<file path="src/rtl/onehot_decoder_seq_if.sv">
// Select/decode bundle for onehot_decoder_seq.
// Driver uses master, the decoder uses slave.
interface onehot_decoder_seq_if #(
    parameter int SEL_W = 2
);
    localparam int N = 1 << SEL_W;

    logic             i_en;
    logic             i_mode;
    logic             i_valid;
    logic [SEL_W-1:0] i_sel;
    logic             o_ready;
    logic [N-1:0]     o_y;
    logic             o_valid;
    logic [SEL_W-1:0] o_idx;
    logic             o_wrap;

    modport master (
        output i_en, i_mode, i_valid, i_sel,
        input  o_ready, o_y, o_valid, o_idx, o_wrap
    );

    modport slave (
        input  i_en, i_mode, i_valid, i_sel,
        output o_ready, o_y, o_valid, o_idx, o_wrap
    );
endinterface

</file>
<file path="src/rtl/onehot_decoder_seq.sv">
// Registered SEL_W-to-2^SEL_W one-hot decoder with
// a handshaked decode mode and a dwell-timed scan mode.
module onehot_decoder_seq #(
    parameter int SEL_W      = 2,
    parameter int DWELL      = 4,
    parameter int ACTIVE_LOW = 0
) (
    input  logic                 i_clk,
    input  logic                 i_rst_n,
    onehot_decoder_seq_if.slave  bus
);
    localparam int N  = 1 << SEL_W;
    localparam int CW = (DWELL > 1) ? $clog2(DWELL) : 1;
    localparam logic [CW-1:0]    CNT_LAST = CW'(DWELL - 1);
    localparam logic [SEL_W-1:0] IDX_LAST = {SEL_W{1'b1}};
    localparam logic [N-1:0]     Y_OFF =
        (ACTIVE_LOW != 0) ? {N{1'b1}} : {N{1'b0}};

    typedef enum logic [1:0] {
        OFF,
        DEC,
        SCAN
    } state_t;

    state_t           state;
    logic [CW-1:0]    cnt;
    logic [N-1:0]     y_q;
    logic [SEL_W-1:0] idx_q;
    logic             ready_q;
    logic             valid_q;
    logic             wrap_q;
    logic             accept;
    logic [SEL_W-1:0] idx_nxt;

    // XOR with the inactive pattern yields one-cold when active-low
    function automatic logic [N-1:0] onehot(
        input logic [SEL_W-1:0] idx
    );
        logic [N-1:0] v;
        v      = '0;
        v[idx] = 1'b1;
        return v ^ Y_OFF;
    endfunction

    assign accept  = ready_q & bus.i_valid
                   & bus.i_en & ~bus.i_mode;
    assign idx_nxt = idx_q + SEL_W'(1);

    always_ff @(posedge i_clk or negedge i_rst_n) begin
        if (!i_rst_n) begin
            state   <= OFF;
            cnt     <= '0;
            y_q     <= Y_OFF;
            idx_q   <= '0;
            ready_q <= 1'b0;
            valid_q <= 1'b0;
            wrap_q  <= 1'b0;
        end else begin
            unique case (1'b1)
                !bus.i_en: begin
                    state   <= OFF;
                    cnt     <= '0;
                    y_q     <= Y_OFF;
                    idx_q   <= '0;
                    ready_q <= 1'b0;
                    valid_q <= 1'b0;
                    wrap_q  <= 1'b0;
                end
                bus.i_en && !bus.i_mode: begin
                    state   <= DEC;
                    cnt     <= '0;
                    ready_q <= 1'b1;
                    wrap_q  <= 1'b0;
                    if (state != DEC) begin
                        y_q     <= Y_OFF;
                        idx_q   <= '0;
                        valid_q <= 1'b0;
                    end else if (accept) begin
                        y_q     <= onehot(bus.i_sel);
                        idx_q   <= bus.i_sel;
                        valid_q <= 1'b1;
                    end else begin
                        valid_q <= 1'b0;
                    end
                end
                bus.i_en && bus.i_mode: begin
                    state   <= SCAN;
                    ready_q <= 1'b0;
                    valid_q <= 1'b1;
                    if (state != SCAN) begin
                        cnt    <= '0;
                        idx_q  <= '0;
                        y_q    <= onehot('0);
                        wrap_q <= 1'b0;
                    end else if (cnt == CNT_LAST) begin
                        cnt    <= '0;
                        idx_q  <= idx_nxt;
                        y_q    <= onehot(idx_nxt);
                        wrap_q <= (idx_q == IDX_LAST);
                    end else begin
                        cnt    <= cnt + CW'(1);
                        wrap_q <= 1'b0;
                    end
                end
                default: begin
                    state <= OFF;
                end
            endcase
        end
    end

    assign bus.o_y     = y_q;
    assign bus.o_idx   = idx_q;
    assign bus.o_ready = ready_q;
    assign bus.o_valid = valid_q;
    assign bus.o_wrap  = wrap_q;
endmodule

</file>
<file path="src/flat_wrapper.sv">
// flat-port wrapper written by rule: the top's interface ports become plain ports
module onehot_decoder_seq_flat 
#(
    parameter int SEL_W      = 2,
    parameter int DWELL      = 4,
    parameter int ACTIVE_LOW = 0
)
  (i_clk, i_rst_n, bus_i_en, bus_i_mode, bus_i_valid, bus_i_sel, bus_o_ready, bus_o_y, bus_o_valid, bus_o_idx, bus_o_wrap);
  onehot_decoder_seq_if #(.SEL_W(SEL_W)) bus_i ();
  input  logic i_clk;
  input  logic i_rst_n;
  input wire logic [$bits(bus_i.i_en)-1:0] bus_i_en;
  input wire logic [$bits(bus_i.i_mode)-1:0] bus_i_mode;
  input wire logic [$bits(bus_i.i_valid)-1:0] bus_i_valid;
  input wire logic [$bits(bus_i.i_sel)-1:0] bus_i_sel;
  output wire logic [$bits(bus_i.o_ready)-1:0] bus_o_ready;
  output wire logic [$bits(bus_i.o_y)-1:0] bus_o_y;
  output wire logic [$bits(bus_i.o_valid)-1:0] bus_o_valid;
  output wire logic [$bits(bus_i.o_idx)-1:0] bus_o_idx;
  output wire logic [$bits(bus_i.o_wrap)-1:0] bus_o_wrap;
  assign bus_i.i_en = bus_i_en;
  assign bus_i.i_mode = bus_i_mode;
  assign bus_i.i_valid = bus_i_valid;
  assign bus_i.i_sel = bus_i_sel;
  assign bus_o_ready = bus_i.o_ready;
  assign bus_o_y = bus_i.o_y;
  assign bus_o_valid = bus_i.o_valid;
  assign bus_o_idx = bus_i.o_idx;
  assign bus_o_wrap = bus_i.o_wrap;
  onehot_decoder_seq #(.SEL_W(SEL_W), .DWELL(DWELL), .ACTIVE_LOW(ACTIVE_LOW)) u_core (.i_clk(i_clk), .i_rst_n(i_rst_n), .bus(bus_i));
endmodule
</file>
<file path="config.mk">
export PLATFORM = sky130hd
export DESIGN_NAME = onehot_decoder_seq_flat
export DESIGN_NICKNAME = d
export VERILOG_FILES = /design/src/rtl/onehot_decoder_seq_if.sv /design/src/rtl/onehot_decoder_seq.sv /design/src/flat_wrapper.sv
export SDC_FILE = /design/constraint.sdc
export NUM_CORES = 1
export LEC_CHECK = 0
export CORE_AREA = 2 2 41 43
export DETAILED_ROUTE_END_ITERATION = 6
export DIE_AREA = 0 0 43 45
export PLACE_DENSITY = 0.85
export SLEW_MARGIN = 15
export SYNTH_ARGS = -nofsm -noshare
export SYNTH_HDL_FRONTEND = slang
export SYNTH_SLANG_ARGS = --single-unit
</file>
<file path="constraint.sdc">
create_clock -name i_clk -period 2.3 [get_ports i_clk]
set_clock_uncertainty 0.05 [all_clocks]
set_input_delay 0.575 -clock i_clk [delete_from_list [all_inputs] [get_ports i_clk]]
set_output_delay 0.575 -clock i_clk [all_outputs]
set_load 0.01 [all_outputs]
</file>
Word-level counts from Yosys, hierarchy flattened. Index checks and enable logic that the tools add are counted.

Bitwise operators: 4. Equal/unequal tests: 6. $add $sub $neg: 2. Order comparisons: 4. Multiplexer cells: 25. Reduce and logical (&&, ||, !) cells: 12.

Operator list (number): 4-bit 2-to-1 mux (4); 2-bit 2-to-1 mux (6); 4-bit case mux with 3 select lines (1); 2-bit case mux with 2 select lines (2); 2-bit by 3-bit < comparator with 1-bit output, second input constant (2); 1-bit 2-to-1 mux (6); 2-bit case mux with 3 select lines (1); 2-bit by 1-bit adder with 2-bit output, second input constant (2); 1-bit demux with 2-bit select (2); 2-bit equality test, second input constant (2); 2-bit by 1-bit greater-or-equal comparator with 1-bit output, second input constant (2); 1-bit logical AND (4); 1-bit case mux with 2 select lines (2); 2-bit nonzero test (2); 2-bit OR reduction (2); 1-bit bitwise AND (3); 3-bit by 2-bit != test with 1-bit output, second input constant (1); 3-bit != test, second input constant (1); 1-bit case mux with 3 select lines (1); 3-bit AND reduction (1); 3-bit nonzero test (1); 1-bit zero test (2); 2-bit by 1-bit != test with 1-bit output, second input constant (1); 2-bit != test, second input constant (1); 1-bit inverter (1).

Output and inout bits: 9. Flip-flop bits (word level): 13. Input port bits: 7. Logic and storage cells: 60.

Longest topological paths before layout. Gate-level depths: netlist (run 1).

Word-level depth: 8. Gate-level depth with buffers: 5. Mapped depth without buffers: 5.

Worst setup path before layout (run 1). OpenSTA, ideal clock, no wires.

Kind: input port to flip-flop. Start point: in bus_i_mode. End point: reg u_core.y_q[0], in the netlist u_core.bus.o_y[0]. Buffers on the path: 1. Cell stages on the path: 4. Library setup time: 0.125 ns. Path slack: 0.728 ns. Required time: 2.125 ns. Arrival time: 1.397 ns. Cell sequence: buf_2 -> nand4b_2 -> a2bb2oi_4 -> mux2_4.

Cells in the longest elaborated chain, start to end: 4.

Ends and longest elaborated chain: from (decl) (RTL line flat_wrapper.sv:13) `input wire logic [$bits(bus_i.i_mode)-1:0] bus_i_mode;`; 1-bit inverter or 1-bit zero test (tied branches) (RTL line onehot_decoder_seq.sv:46, onehot_decoder_seq.sv:69); 1-bit bitwise AND or 1-bit logical AND (tied branches) (RTL line onehot_decoder_seq.sv:46, onehot_decoder_seq.sv:69); 3-bit by 2-bit != test with 1-bit output (no source line) or 3-bit nonzero test (tied branches); 3-bit AND reduction (no source line); to (signal assigned) (RTL line onehot_decoder_seq.sv:79) `y_q <= onehot(bus.i_sel);`; to (signal assigned) (RTL line onehot_decoder_seq.sv:93) `y_q <= onehot('0);`; to (signal assigned) (RTL line onehot_decoder_seq.sv:98) `y_q <= onehot(idx_nxt);`; to (decl) (RTL line onehot_decoder_seq.sv:27) `logic [N-1:0] y_q;`.

Several ways; a longest one is shown, not always the timed one. A chain may end at the register's enable or synchronous reset.

Final worst setup path (run 1).
Start point: reg u_core.idx_q[0], in the netlist u_core.bus.o_idx[0]. End point: out bus_o_idx[0].

RTL lines: from (decl) (RTL line onehot_decoder_seq.sv:28) `logic [SEL_W-1:0] idx_q;`; from (signal assigned) (RTL line onehot_decoder_seq.sv:80) `idx_q <= bus.i_sel;`; from (signal assigned) (RTL line onehot_decoder_seq.sv:97) `idx_q <= idx_nxt;`; to (decl) (RTL line flat_wrapper.sv:19) `output wire logic [$bits(bus_i.o_idx)-1:0] bus_o_idx;`.

No word-level cell between the ends.

==> flow_summary.yaml, run 1 <==
outcome:
  status: "complete, no violations"
synth:
  syn_area_um2: 739
  synth_cell_types: 25
  synth_xor_xnor_area_share_pct: 0
  yosys_warnings: 0
  post_synth.cell_area_avg_um2: 12.1
  muxShareOfSynthArea_pct: 4.74
  ys_ff_latch: 13
  synthAdderAreaFrac_pct: 10.2
  synth_top_family_by_area: "simple AND/OR/NAND/NOR gates"
  synth_compound_gate_area_share_pct: 13.9
  synth-seq-area-share_pct: 44.0
  synth_top_cell_by_area: "dfrtp_1"
  synthTopCellsByArea: "dfrtp_1 44%, ha_1 10%, nor3b_1 5.1%"
  synth_nets: 74
  yosysTopAreaCellShare_pct: 44.0
  synthCells: 61
  synth-simple-area-share_pct: 23.5
sta:
  post-route-period-util_pct: 83.2
  setup_violations: 0
  period_needed_ns: 1.91
  rsz0062_at_grt: "no"
  max_freq_mhz: 523
  fin_tns_setup_ns: 0
  drv_slew: 0
  slew_headroom_pct: 60.8
  hold_viol_final: 0
  tightest_slew_ns: 0.587
  setup_slack_ns: 0.387
final_layout:
  fillers: 133
  multiInputGateArea_um2: 387
  area_growth_pct: 26.9
  nets: 94
  register_area_um2: 325
  layout.cells.most_common: "clkdlybuf4s50_1"
  final_cell_mix: "15 x clkdlybuf4s50_1, 13 x dfrtp_1, 6 x inv_1, 6 x ha_1, 5 x nor3b_1"
  drive_above_1_share_pct: 13.8
  utilization_pct: 63.8
  diodes: 0
clocking:
  clock_latency_ns: 0.27
  htreeDepth: 1
  post_cts_resized: 0
  cts_buffers: 3
  cts_max_path_buffers: 2
  cts_hold_buf: 0
  post_cts_buffers: 0
  cts_tree: "done"
  clk_pin_slew_ns: 0.08
  clock-sinks: 13
  root_buffer: "clkbuf_4"
place:
  gp_congestion: 0.771
  port_buffers: 15
  post-place-ws_ns: 0.153
  hpwlAfterDp_mm: 1.09
pwr:
  power.leakage_nw: 0.447
  p_per_area_mw_per_mm2: 483
  ir_drop_mv: 0.389
routing:
  drt_pass1_iterations: 4
  vias: 531
  drt_iter0_markers: 10
  vias_per_cell: 5.53
  drc_errors: 0
  routed_wl_mm: 1.38
  wire_per_inst_um: 14.4
  ant_nets: 0
run:
  maxCapViolCount: 0
floorplanning:
  start_util_pct: 50.3
  die-height_um: 45
  ios: 16
  die_area_mm2: 0.00194
  core_area_mm2: 0.00147
  die-width_um: 43
  rows: 14
hold_path:
  hp-class: "flop to flop"
grt:
  track_usage_pct: 16.7
  grt_max_degree: 14
  overflow: 0
  antenna_found_initial: 0
  grt_pass1_vias: 523
  grt_pass1_wl_mm: 2.30
critical_path:
  start_kind: "flop"
  path_delay_family: "buffers and inverters"
  cp-end-kind: "output port"
  path_cells: "clkdlybuf4s50_1"
  critical-path-max-stage-delay_ns: 0.57
  worstPathRequired_ns: 1.67
  critPathArrivalTime_ns: 1.29
  cp_slowest_cell: "clkdlybuf4s50_1"
  crit_fanout: 6
  critPathKind: "flop to output port"
  path_buf_inv: 1
metrics by stage:
step                      power (W)  hold WS [ns]  std cells  area (um2)
final                      0.000453         0.403         96         938
after global routing       0.000480         0.435         96         938
after CTS                  0.000460         0.408         96         938
after detailed placement   0.000320         0.397         92         912
after global placement     0.000319         0.396         92         912
after floorplan            0.000281         0.229         61         739
sequential cells by signal, summed over array words and instances, names as in the netlist:
signal,flops
u_core.state,2
u_core.bus.o_ready,1
u_core.bus.o_idx,2
u_core.bus.o_valid,1
u_core.bus.o_wrap,1
u_core.cnt,2
u_core.bus.o_y,4
final cells by class:
cell class	instances	area share (%)
Timing Repair Buffer	16	16.8
Sequential cell	13	34.7
Inverter	6	2.40
Multi-Input combinational cell	41	41.2
Clock buffer	4	2.80
Tap cell	16	2.13
Yosys cell counts (all sizes together):
cell type / n
buf: 1
o21ai: 2
ha: 6
nand2: 2
nor3: 1
nor4bb: 1
o32ai: 1
and3: 2
and4bb: 3
mux2i: 2
nand4b: 1
nor3b: 5
nor2b: 2
o32a: 3
mux2: 1
o21a: 1
nand4bb: 1
inv: 6
a21oi: 4
and2: 1
and4b: 1
dfrtp: 13
a2bb2oi: 1
cells by family after synthesis:
group,after synthesis
AND/OR/NAND/NOR,20
flip-flops,13
buffers and inverters,7
multiplexers,3
adder cells (fa/ha/maj),6
AO/OA/AOI/OAI,12
worst paths after layout:
check,start,end,slack (ns),depth (start not counted)
worst min register to register,u_core.cnt[0],u_core.cnt[0],0.40,1
worst max-delay path,u_core.bus.o_idx[0],bus_o_idx[0],0.39,1
worst min-delay path,u_core.cnt[0],u_core.cnt[0],0.40,1
min in group asynchronous,i_rst_n,u_core.bus.o_idx[0],0.62,1
max in group asynchronous,i_rst_n,u_core.bus.o_ready,1.20,1
worst max register to register,u_core.bus.o_idx[0],u_core.bus.o_idx[1],0.81,5
metal layers:
layer | up-vias | wire [um] | global-route usage (%)
li1 | 265 | - | -
met1 | 251 | 669 | 20.8
met2 | 13 | 641 | 26.4
met3 | 2 | 61 | 4.80
met4 | 0 | 11 | 9.09
met5 | - | 0 | 0
report_power, final:
part / internal, W / total (W) / switching, W
Clock: 0.0000671 / 0.000138 / 0.0000708
Combinational: 0.0000391 / 0.0000688 / 0.0000297
Sequential: 0.000237 / 0.000247 / 0.00000935
worst reg2reg max path: stages, from the launching register on:
cell     delay, ns
dfrtp_1       0.45
inv_1         0.12
ha_1          0.30
and4b_1       0.19
o21ai_0       0.17
mux2i_1       0.10
(Power assumes the default switching activity.)
==> inputs of run 2 (changes only) <==
--- a/config.mk
+++ b/config.mk
@@ -5,10 +5,10 @@
 export SDC_FILE = /design/constraint.sdc
 export NUM_CORES = 1
 export LEC_CHECK = 0
-export CORE_AREA = 2 2 41 43
+export CORE_AREA = 2 2 45 47
 export DETAILED_ROUTE_END_ITERATION = 6
-export DIE_AREA = 0 0 43 45
-export PLACE_DENSITY = 0.85
+export DIE_AREA = 0 0 47 49
+export PLACE_DENSITY = 0.75
 export SLEW_MARGIN = 15
 export SYNTH_ARGS = -nofsm -noshare
 export SYNTH_HDL_FRONTEND = slang
==> constraint.sdc (replaced) <==
create_clock -name i_clk -period 1.7 [get_ports i_clk]
set_clock_uncertainty 0.05 [all_clocks]
set_input_delay 0.425 -clock i_clk [delete_from_list [all_inputs] [get_ports i_clk]]
set_output_delay 0.425 -clock i_clk [all_outputs]
set_load 0.01 [all_outputs]
==> run 2 against run 1 <==
  * Worst hold slack worse by 0.016 ns
  * Routed wire length is 8.2% higher
  * Cell count is 20% higher
  * First-iteration DRC count is 40% lower
  * Clock power is 38% higher
  * Clock-buffer cell count stayed put
  * Sequential share of layout area is 2.4 points lower
  * Design area is 7.9% higher
  * Sequential power is 35% higher
  * Register-to-register slack worse by 0.66 ns
  * Non-clock buffer count is 8 higher
  * Flip-flop and latch count stayed put
  * Highest routed layer unchanged
==> flow_summary.yaml, run 2 (synthesis gave the netlist of run 1 again) <==
outcome:
  status: "complete, no violations"
critical_path:
  path_cells: "clkdlybuf4s50_1"
  critPathKind: "flop to output port"
  start_kind: "flop"
  crit_fanout: 3
  timing.rr.start: "u_core.bus.o_idx[1]"
  reg2regPathDepth: 6
  reg2reg_setup_slack_ns: 0.15
  worstReg2RegEnd: "u_core.bus.o_idx[1]"
  path_buf_inv: 1
  worstPathRequired_ns: 1.22
  cp_slowest_cell: "clkdlybuf4s50_1"
  critPathArrivalTime_ns: 1.18
  path_delay_family: "buffers and inverters"
  crit_path_end: "bus_o_ready"
  cp-end-kind: "output port"
  cp-startpoint: "u_core.bus.o_ready"
  crit_cells: 1
  critical-path-max-stage-delay_ns: 0.54
sta:
  rsz0062_at_grt: "yes"
  hold-worst-slack_ns: 0.388
  drv_slew: 0
  fin_tns_setup_ns: 0
  slew_headroom_pct: 80.6
  hold_viol_final: 0
  max_freq_mhz: 603
  tightest_slew_ns: 0.290
  setup_violations: 0
  period_needed_ns: 1.66
  post-route-period-util_pct: 97.5
floorplanning:
  ios: 16
  die-width_um: 47
  rows: 16
  die-height_um: 49
  die_area_mm2: 0.00230
  core_area_mm2: 0.00184
  start_util_pct: 40.1
clocking:
  root_buffer: "clkbuf_4"
  clk_pin_slew_ns: 0.08
  cts_buffers: 3
  cts_max_path_buffers: 2
  htreeDepth: 1
  clock-sinks: 13
  cts_hold_buf: 0
  cts_tree: "done"
  clock_latency_ns: 0.27
final_layout:
  fillers: 171
  nets: 102
  layout.cells.most_common: "clkdlybuf4s50_1"
  fin_area_mm2: 0.00101
  utilization_pct: 55.0
  largest_register_ffs: 4
  area_growth_pct: 36.9
  diodes: 0
  drive_above_1_share_pct: 22.7
  final_cell_mix: "14 x clkdlybuf4s50_1, 12 x dfrtp_1, 9 x buf_4"
routing:
  vias_per_cell: 4.89
  wl_met3_um: 34
  drt_iter0_markers: 6
  routed_wl_mm: 1.50
  vias: 562
  ant_nets: 0
  wire_per_inst_um: 13.0
  met2_length_um: 770
  drt_pass1_iterations: 3
  wl_met1_um: 675
  drc_errors: 0
  top_layer_used: "met4"
hold_path:
  hp-class: "flop to flop"
pwr:
  p_per_area_mw_per_mm2: 620
  p_seq_share_pct: 53.0
  combPwrFrac_pct: 16.6
  p_int_w: 0.000474
  fin_total_pwr_w: 0.000628
  ir_drop_mv: 0.391
  swShare_pct: 24.5
  power.leakage_nw: 0.487
  p_switching_w: 0.000154
  pwr-share-clk_pct: 30.3
place:
  post_dp_cell_area_um2: 978
  hpwlAfterDp_mm: 1.15
  gp_congestion: 0.741
  port_buffers: 15
run:
  maxCapViolCount: 0
grt:
  antenna_found_initial: 0
  track_usage_pct: 15.2
  overflow: 0
  grt_pass1_wl_mm: 2.59
  grt_pass1_vias: 580
  grt_max_degree: 14
## run 2: worst reg2reg max path, stage by stage (launching register included)
cell and delay [ns]:
dfrtp_1 0.39, buf_4 0.15, inv_1 0.10, ha_1 0.24, and4b_1 0.19, o21ai_0 0.21
mux2i_1 0.11
## run 2: power by group through the flow
stage / clock (W) / combinational (W) / sequential [W]
3_5_place_dp: 0 / 0.000105 / 0.000339
5_1_grt: 0.000213 / 0.000113 / 0.000335
6_report: 0.000190 / 0.000104 / 0.000333
3_3_place_gp: 0 / 0.000103 / 0.000339
2_1_floorplan: 0 / 0.0000380 / 0.000342
4_1_cts: 0.000198 / 0.000106 / 0.000333
## run 2: area by class of cell
| cell class | instances | area, um2 | share of cell area (%) |
|---|---|---|---|
| timing repair buffer | 24 | 216 | 21.4 |
| inverter | 6 | 22.5 | 2.22 |
| sequential | 13 | 327 | 32.3 |
| tap | 27 | 33.8 | 3.34 |
| multi-input combinational | 41 | 387 | 38.2 |
| clock buffer | 4 | 26.3 | 2.60 |
## run 2: metal layers
metal | vias up | GRT usage [%]
li1 | 279 | -
met2 | 9 | 25.1
met3 | 2 | 2.22
met5 | - | 0
met4 | 0 | 5.56
met1 | 272 | 19.3
## run 2: metrics by stage
step	setup slack (ns)	cells
final	0.0424	115
after global routing	-0.0137	115
after CTS	0.0302	115
after detailed placement	-0.187	110
after global placement	-0.162	110
after floorplan	0.278	61
## run 2: how the worst min path moves through the flow
stage	from	endpoint	slack [ns]	cells past startpoint
finish	u_core.cnt[0]	u_core.cnt[0]	0.39	1
global route	u_core.cnt[0]	u_core.cnt[0]	0.41	1
CTS	u_core.cnt[0]	u_core.cnt[0]	0.39	1
detailed placement	u_core.cnt[0]	u_core.cnt[0]	0.38	1
global placement	u_core.cnt[0]	u_core.cnt[0]	0.38	1
floorplan	i_rst_n	u_core.bus.o_idx[0]	0.08	0
## run 2: repair_timing
item / 4_1_cts / 5_1_grt
resized for setup: 2 / 0
setup buffers: 1 / 0
setup endpoints to repair: 2 / 3
==> inputs of run 3 (changes only) <==
--- a/config.mk
+++ b/config.mk
@@ -5,10 +5,12 @@
 export SDC_FILE = /design/constraint.sdc
 export NUM_CORES = 1
 export LEC_CHECK = 0
-export CORE_AREA = 2 2 45 47
+export CORE_AREA = 2 2 44 46
+export CTS_BUF_LIST = sky130_fd_sc_hd__clkbuf_4
 export DETAILED_ROUTE_END_ITERATION = 6
-export DIE_AREA = 0 0 47 49
-export PLACE_DENSITY = 0.75
+export DIE_AREA = 0 0 46 48
+export MAX_ROUTING_LAYER = met4
+export PLACE_DENSITY = 0.78
 export SLEW_MARGIN = 15
 export SYNTH_ARGS = -nofsm -noshare
 export SYNTH_HDL_FRONTEND = slang
==> run 3 against run 2 <==
  * Non-clock buffer count did not move
  * Die area fell by 4.1%
  * Combinational power barely moved
  * Clock power rose by 7%
  * Worst hold slack improved by 0.0058 ns
  * Flip-flop and latch count did not move
  * Design area fell by 0.99%
  * Register-to-register slack improved by 0.07 ns
  * Routed wire length rose by 3.9%
  * Cell count fell by 8.7%
  * Via count rose by 3.0%
  * Largest cell class unchanged
  * Highest routed layer unchanged
==> flow_summary.yaml, run 3 (synthesis gave the netlist of run 1 again) <==
sta:
  post-route-period-util_pct: 97.3
  setup_violations: 0
  period_needed_ns: 1.65
  rsz0062_at_grt: "no"
  tightest_slew_ns: 0.267
  max_freq_mhz: 604
  hold_viol_final: 0
  drv_slew: 0
  slew_headroom_pct: 82.2
  setup_slack_ns: 0.0452
routing:
  vias: 579
  drt_pass1_iterations: 4
  wire_per_inst_um: 14.8
  drt_iter0_markers: 4
  vias_per_cell: 5.51
  ant_nets: 0
  routed_wl_mm: 1.56
  drc_errors: 0
critical_path:
  cp-end-kind: "output port"
  path_delay_family: "buffers and inverters"
  path_cells: "clkdlybuf4s50_1"
  cp-startpoint: "u_core.bus.o_y[0]"
  critical-path-max-stage-delay_ns: 0.54
  cp_slowest_cell: "clkdlybuf4s50_1"
  critPathKind: "flop to output port"
  start_kind: "flop"
  timing.rr.start: "u_core.bus.o_idx[1]"
  crit_fanout: 2
  critPathArrivalTime_ns: 1.18
  worstPathRequired_ns: 1.22
  path_buf_inv: 1
floorplanning:
  die_area_mm2: 0.00221
  core_area_mm2: 0.00169
  die-height_um: 48
  ios: 16
  start_util_pct: 43.8
  rows: 15
  die-width_um: 46
grt:
  antenna_found_initial: 0
  track_usage_pct: 15.9
  grt_pass1_wl_mm: 2.34
  overflow: 0
  grt_pass1_vias: 518
  grt_max_degree: 14
final_layout:
  nets: 102
  largest_register_ffs: 4
  drive_above_1_share_pct: 23.9
  final_cell_mix: "13 x clkdlybuf4s50_1, 12 x dfrtp_1, 9 x buf_4"
  fin_area_mm2: 0.00100
  stdcell_count: 105
  area_growth_pct: 35.5
  layout.cells.most_common: "clkdlybuf4s50_1"
  diodes: 0
pwr:
  p_per_area_mw_per_mm2: 639
  power.leakage_nw: 0.493
  ir_drop_mv: 0.459
  fin_total_pwr_w: 0.000641
clocking:
  cts_max_path_buffers: 2
  htreeDepth: 1
  clk_pin_slew_ns: 0.08
  clock-sinks: 13
  cts_hold_buf: 0
  clock_latency_ns: 0.28
  cts_buffers: 3
  root_buffer: "clkbuf_4"
  cts_tree: "done"
run:
  maxCapViolCount: 0
place:
  dp.cells: 100
  gp_congestion: 0.821
  post-place-ws_ns: -0.239
  hpwlAfterDp_mm: 1.21
  port_buffers: 15
  post_dp_cell_area_um2: 966
outcome:
  status: "complete, no violations"
hold_path:
  hp-class: "primary input to async pin"
==> run 3: cell count changes in the layout (fill, tap and decap cells not counted) <==
cell,before,now
clkbuf_1,1,0
clkdlybuf4s50_1,14,13
dlygate4sd2_1,1,2
clkbuf_4,3,4
==> run 3: where the power goes <==
part | internal [W] | leakage, nW | switching (W)
Combinational | 0.0000608 | 0.302 | 0.0000427
Sequential | 0.000321 | 0.173 | 0.0000128
Clock | 0.000107 | 0.0184 | 0.0000961
==> run 3: worst paths after layout <==
path	endpoint	slack, ns	depth (start not counted)
worst max-delay path	bus_o_y[0]	0.05	1
worst min-delay path	u_core.bus.o_idx[1]	0.39	2
worst max register to register	u_core.bus.o_idx[1]	0.22	6
worst min register to register	u_core.cnt[0]	0.39	1
max in group asynchronous	u_core.bus.o_idx[0]	1.04	2
min in group i_clk	u_core.cnt[0]	0.39	1
==> run 3: worst register-to-register path, cell delays in order (launching register included) <==
cell     delay [ns]
dfrtp_1        0.38
buf_4          0.15
inv_1          0.09
ha_1           0.23
and4b_1        0.19
o21ai_0        0.18
mux2i_1        0.09
==> run 3: layout make-up <==
type | count | area (um2)
fill | 150 | 687
multi-input combinational | 41 | 387
sequential | 13 | 327
timing repair buffer | 24 | 215
clock buffer | 4 | 30.0
inverter | 6 | 22.5
tap | 17 | 21.3
==> run 3: repair_timing <==
action | in CTS | in global routing
endpoints found under the setup margin | 3 | 0
buffers inserted | 1 | 0
resized for setup | 3 | 0
==> run 3: per-stage QoR <==
stage / util (%) / hold WS, ns / setup TNS (ns)
2_1_floorplan: - / 0.0794 / 0
3_3_place_gp: 57.2 / 0.376 / -1.12
3_5_place_dp: 57.2 / 0.384 / -1.39
4_1_cts: 59.3 / 0.394 / 0
5_1_grt: 59.3 / 0.404 / 0
6_report: 59.3 / 0.394 / 0
==> run 3: metal layers <==
layer,up-vias,global-route usage (%),wire length [um]
met5,-,-,0
met4,0,5.14,23
met3,2,5.66,61
met2,15,24.7,778
met1,283,19.2,692
li1,279,-,-
